File: src/rtl/lfsr_pkg.sv
// Shared definitions for the LFSR random-byte arbiter: LFSR geometry,
// feedback taps, reset value, FSM state encoding and the one-step helper.
package lfsr_pkg;

  localparam int               LFSR_W     = 8;
  localparam logic [LFSR_W-1:0] LFSR_TAPS  = 8'hB8;
  localparam logic [LFSR_W-1:0] LFSR_RESET = 8'h01;

  typedef enum logic [1:0] {
    ST_IDLE    = 2'd0,
    ST_STEP    = 2'd1,
    ST_DELIVER = 2'd2
  } state_t;

  // Fibonacci shift-left: new LSB is the XOR of bits 7, 5, 4 and 3.
  function automatic logic [LFSR_W-1:0] lfsr_next(input logic [LFSR_W-1:0] s);
    return {s[LFSR_W-2:0], ^(s & LFSR_TAPS)};
  endfunction

endpackage

File: src/rtl/lfsr_rr_arb.sv
// Two-way round-robin pick: a lone requester wins outright, and when both
// ask the one that was not served last time wins. Purely combinational.
module lfsr_rr_arb
  import lfsr_pkg::*;
(
  input  logic [1:0] req,
  input  logic       last,
  output logic       grant_idx,
  output logic       grant_valid
);

  // Resolve the winner from the request pair and the last-served pointer.
  always_comb begin
    grant_valid = |req;
    grant_idx   = 1'b0;
    case (req)
      2'b01:   grant_idx = 1'b0;
      2'b10:   grant_idx = 1'b1;
      2'b11:   grant_idx = ~last;
      default: grant_idx = 1'b0;
    endcase
  end

endmodule

File: src/rtl/lfsr_arbiter.sv
// Shares one 8-bit LFSR between two requesters. Each grant advances the LFSR
// STEPS times to decorrelate consecutive bytes, then hands the state to the
// winner with a one-cycle strobe. Seeds may only be loaded while idle.
module lfsr_arbiter
  import lfsr_pkg::*;
#(
  parameter int unsigned STEPS = 8
)
(
  input  logic                clk,
  input  logic                rst_n,
  input  logic                seed_we,
  input  logic [LFSR_W-1:0]   seed,
  output logic                seed_ready,
  input  logic [1:0]          req,
  output logic [1:0]          rnd_valid,
  output logic [LFSR_W-1:0]   rnd_data,
  output logic                busy
);

  localparam logic [3:0] STEP_LOAD = 4'(STEPS - 1);

  state_t              state_q, state_d;
  logic [LFSR_W-1:0]   lfsr_q, lfsr_d;
  logic [3:0]          cnt_q, cnt_d;
  logic                grant_q, grant_d;
  logic                last_q, last_d;

  logic                arb_idx;
  logic                arb_valid;

  lfsr_rr_arb u_arb (
    .req         (req),
    .last        (last_q),
    .grant_idx   (arb_idx),
    .grant_valid (arb_valid)
  );

  // FSM state register; reset lands in IDLE without waiting for a clock.
  always_ff @(posedge clk or negedge rst_n) begin
    if (!rst_n) begin
      state_q <= ST_IDLE;
    end else begin
      state_q <= state_d;
    end
  end

  // Datapath registers: LFSR, step counter, current grant, last-served pointer.
  always_ff @(posedge clk or negedge rst_n) begin
    if (!rst_n) begin
      lfsr_q  <= LFSR_RESET;
      cnt_q   <= 4'd0;
      grant_q <= 1'b0;
      last_q  <= 1'b1;
    end else begin
      lfsr_q  <= lfsr_d;
      cnt_q   <= cnt_d;
      grant_q <= grant_d;
      last_q  <= last_d;
    end
  end

  // Next-state: a seed write holds IDLE for a cycle, so the grant waits.
  always_comb begin
    state_d = state_q;
    case (state_q)
      ST_IDLE: begin
        if (!seed_we && arb_valid) begin
          state_d = ST_STEP;
        end
      end
      ST_STEP: begin
        if (cnt_q == 4'd0) begin
          state_d = ST_DELIVER;
        end
      end
      ST_DELIVER: state_d = ST_IDLE;
      default:    state_d = ST_IDLE;
    endcase
  end

  // Datapath next values; the LFSR only moves in STEP or on a seed load.
  always_comb begin
    lfsr_d  = lfsr_q;
    cnt_d   = cnt_q;
    grant_d = grant_q;
    last_d  = last_q;
    case (state_q)
      ST_IDLE: begin
        if (seed_we) begin
          lfsr_d = (seed == '0) ? LFSR_RESET : seed;
        end else if (arb_valid) begin
          grant_d = arb_idx;
          cnt_d   = STEP_LOAD;
        end
      end
      ST_STEP: begin
        lfsr_d = lfsr_next(lfsr_q);
        if (cnt_q != 4'd0) begin
          cnt_d = cnt_q - 4'd1;
        end
      end
      ST_DELIVER: begin
        last_d = grant_q;
      end
      default: begin
        lfsr_d = lfsr_q;
      end
    endcase
  end

  // Outputs decoded from registered state only.
  always_comb begin
    seed_ready = (state_q == ST_IDLE);
    busy       = (state_q != ST_IDLE);
    rnd_data   = lfsr_q;
    rnd_valid  = 2'b00;
    if (state_q == ST_DELIVER) begin
      rnd_valid = grant_q ? 2'b10 : 2'b01;
    end
  end

endmodule

File: config.mk
export PLATFORM = sky130hd
export DESIGN_NAME = lfsr_arbiter
export DESIGN_NICKNAME = d
export VERILOG_FILES = /design/src/rtl/lfsr_pkg.sv /design/src/rtl/lfsr_rr_arb.sv /design/src/rtl/lfsr_arbiter.sv
export SDC_FILE = /design/constraint.sdc
export NUM_CORES = 1
export LEC_CHECK = 0
export CAP_MARGIN = 20
export CORE_ASPECT_RATIO = 2
export CORE_UTILIZATION = 31
export CTS_BUF_LIST = sky130_fd_sc_hd__clkbuf_16
export CTS_CLUSTER_DIAMETER = 60
export DETAILED_ROUTE_END_ITERATION = 10
export PLACE_DENSITY = 0.65
export SLEW_MARGIN = 30
export SYNTH_ARGS = -nofsm -noshare
export SYNTH_HDL_FRONTEND = slang
export SYNTH_HIERARCHICAL = 1
export SYNTH_SLANG_ARGS = --single-unit
File: constraint.sdc
create_clock -name clk -period 1.8 [get_ports clk]
set_clock_uncertainty 0.05 [all_clocks]
set_input_delay 0.54 -clock clk [delete_from_list [all_inputs] [get_ports clk]]
set_output_delay 0.54 -clock clk [all_outputs]
set_load 0.005 [all_outputs]
==> impl_results.md <==
* Outcome: completed
* Fin worst setup slack at between 0.02 and 0.03 ns
* Multiplexer share of the synthesized area at 0.0371
* Synth-to-layout area growth at 56.2%
* Drt first pass iters at 4
* Hpwl dp at 1580 µm
* Number of fill cells at 253
* Worst Path Required at between 1 and 1.5 ns
* Slew @ Worst Pin at 0.305 ns
* XOR/XNOR Fraction of Synth Area at 0.0312
* Avg Inst Size Synth at 9.91 µm²
* IO Port Bufs at 24
* Mapped Cells at 85
* Headroom to the max-slew limit at 0.796
* Die Ht at 75.7 µm
* Worst-path fanout max at 3
* VDD IR max at 0.000897 V
* Routed Antenna Nets at 0
* Initial antenna violation count at 0
* Worst Setup Path Type: flop to primary output
* Largest stage delay on the critical path at 0.40 ns
* GPL Wtd Cong at around 0.66
* Critical Path End Type: primary output
* Max Slew Vio Count at 0
* Grt met1 use at 0.185
* Iter 0 DRT Violations at 30
* Worst hold-check path type: flop to flop
* Core Box Area at 0.00257 mm²
* Pre-CTS setup slack at -0.143 ns
* Busiest grt layer: met2
* Fmax at about 560 MHz
* Final Power at roughly 2.2 mW
* Number of synthesized flops with an enable pin at 0
* Synth Area in Compound Gates at 0.205
* CP max-delay cell: dfrtp_1
* Clk root buf: clkbuf_16
* Synth Area in Adders at 0.0149
* Setup_tns at 0 ns
* Routed via count at roughly 810
* Largest family of logic cells by synthesized area: compound AO/OA/AOI/OAI gates
* ANT cells at 0
* I/O Pins at 25
* Die W at 38.9 µm
* Unique masters post-synth at 34
* Tcrit/Tclk final at 0.984
* Clk buf depth at 2
* Worst-skew pair later-pin latency at 0.25 ns
* Post-Route WL at approximately 2200 µm
* Crit-path cells: or2_4 > inv_1 > dlygate4sd2_1
* Arrival @ worst endpoint at 1.18 ns
* Seq cells post-synth at 16
* # setup viols final at 0
* Unrepaired setup endpoints after global routing: no
* Wire length per cell at 14.2 µm
* Leak at 0.606 nW
* Met2 Use GR at 0.331
* Post-Syn Nets at 99
* Pwr Density at 1700 mW/mm²
* FF+latch area at 404 µm²
* Largest net degree at the start of global routing at 17
* Hold WS at roughly 0.45 ns
* Async S/R FF share, synth at 1.00
* Sink Count at 16
* Sequential fraction of the synthesis area at 0.478
* # DRC at 0
* Final hold viol count at 0
* Worst-path clk slew at 0.05 ns
* Commonest non-fill, non-tap cell in the layout: clkdlybuf4s50_1
* Top FF cell, synth: dfrtp_1
* Layout cell share with drive strength beyond 1 at 0.246
* CTS H-tree depth at 1
* Starting density of the core at 0.328
* Crit start category: flop
* Post-CTS Hold Buffers at 0
* Simple-gate portion of the synthesized area at 0.196
* Min Tclk post-route at 1.77 ns
* Layout net count at 141
* Drt via density at 5.23
* Remaining global-route overflow at 0
* Commonest non-fill, non-tap cells in the layout: 19 x clkdlybuf4s50_1, 14 x buf_4, 13 x dfrtp_1
* Overall Global Routing Usage at 0.178
* Number of synthesis warnings at 6
* First-pass GRT wire length at 3610 µm
* Multi-input logic area at 423 µm²
* Met3 global-route usage at 0.0262
* Cell Area, Synth at 842 µm²
* CTS tree: built
* CTS Buf Count at 3
* DIE AREA at 0.00294 mm²
* Vias in the first global route at 823
* Placement Rows at 26
* MaxCap Viol Count at 0
## cells by family (layout without fill, tap and decap cells)
group | after synthesis | after routing
multiplexers | 3 | 3
AND/OR/NAND/NOR | 29 | 29
flip-flops | 16 | 16
AO/OA/AOI/OAI | 25 | 25
buffers and inverters | 8 | 49
XOR/XNOR | 3 | 3
adder cells (fa/ha/maj) | 1 | 1
## power breakdown
part,internal [mW],leakage (nW),switching (mW)
combinational,0.630,0.377,0.457
clock,0.295,0.0385,0.145
sequential,0.555,0.190,0.154
total,1.48,0.606,0.756
## synth_stat cells (2+ instances only)
cell / n / share of area
a22oi_1: 7 / 0.062
dfstp_2: 2 / 0.062
nor2_1: 5 / 0.022
inv_1: 6 / 0.027
xor2_1: 2 / 0.021
mux2i_1: 2 / 0.024
nor3_1: 3 / 0.018
dfrtp_1: 14 / 0.42
nor2b_1: 3 / 0.022
nand2_1: 8 / 0.036
or2_2: 2 / 0.015
o21ai_0: 9 / 0.053
## timing repair
| action | in CTS | in global routing |
|---|---|---|
| gates cloned | 0 | 0 |
| endpoints found under the setup margin | 5 | 5 |
| resized for setup | 9 | 3 |
| buffers inserted | 4 | 3 |
## routing by layer
| metal | wire length (µm) | part of all wire |
|---|---|---|
| met3 | 89 | 0.041 |
| met5 | 0 | 0 |
| met2 | 1280 | 0.59 |
| met4 | 29 | 0.013 |
| met1 | 791 | 0.36 |
## cell type report
cell class	instances	share of cell area
sequential	16	0.307
inverter	6	0.0171
timing repair buffer	39	0.267
clock buffer	3	0.0571
clock inverter	1	0.00285
multi-input combinational	61	0.322
tap	28	0.0266
## final timing paths
kind / startpoint / slack [ns] / cells after the start / to
worst max-delay path: state_q[0] / 0.03 / 3 / seed_ready
worst min-delay path: rnd_data[0] / 0.45 / 2 / rnd_data[0]
worst max register to register: state_q[1] / 0.11 / 6 / cnt_q[1]
worst min register to register: rnd_data[0] / 0.45 / 2 / rnd_data[0]
max in group asynchronous: rst_n / 0.89 / 2 / rnd_data[0]
min in group asynchronous: rst_n / 0.56 / 2 / cnt_q[1]
## critical path: cells and delay by family, from the launching register on
family	cells	cell delay [ns]
flip-flops	1	0.40
AND/OR/NAND/NOR	1	0.26
buffers and inverters	2	0.27
## registers in the layout (all words and copies together), names as in the netlist
name      cells
last_q        1
cnt_q         4
state_q       2
rnd_data      8
grant_q       1
## metrics by stage
step / util / cells / instance area, µm²
6_report: 0.512 / 154 / 1320
5_1_grt: 0.512 / 154 / 1320
4_1_cts: 0.500 / 151 / 1280
3_5_place_dp: 0.455 / 143 / 1170
3_3_place_gp: 0.455 / 143 / 1170
2_1_floorplan: - / 85 / 842
No activity file was read; power rests on OpenSTA's default activity.
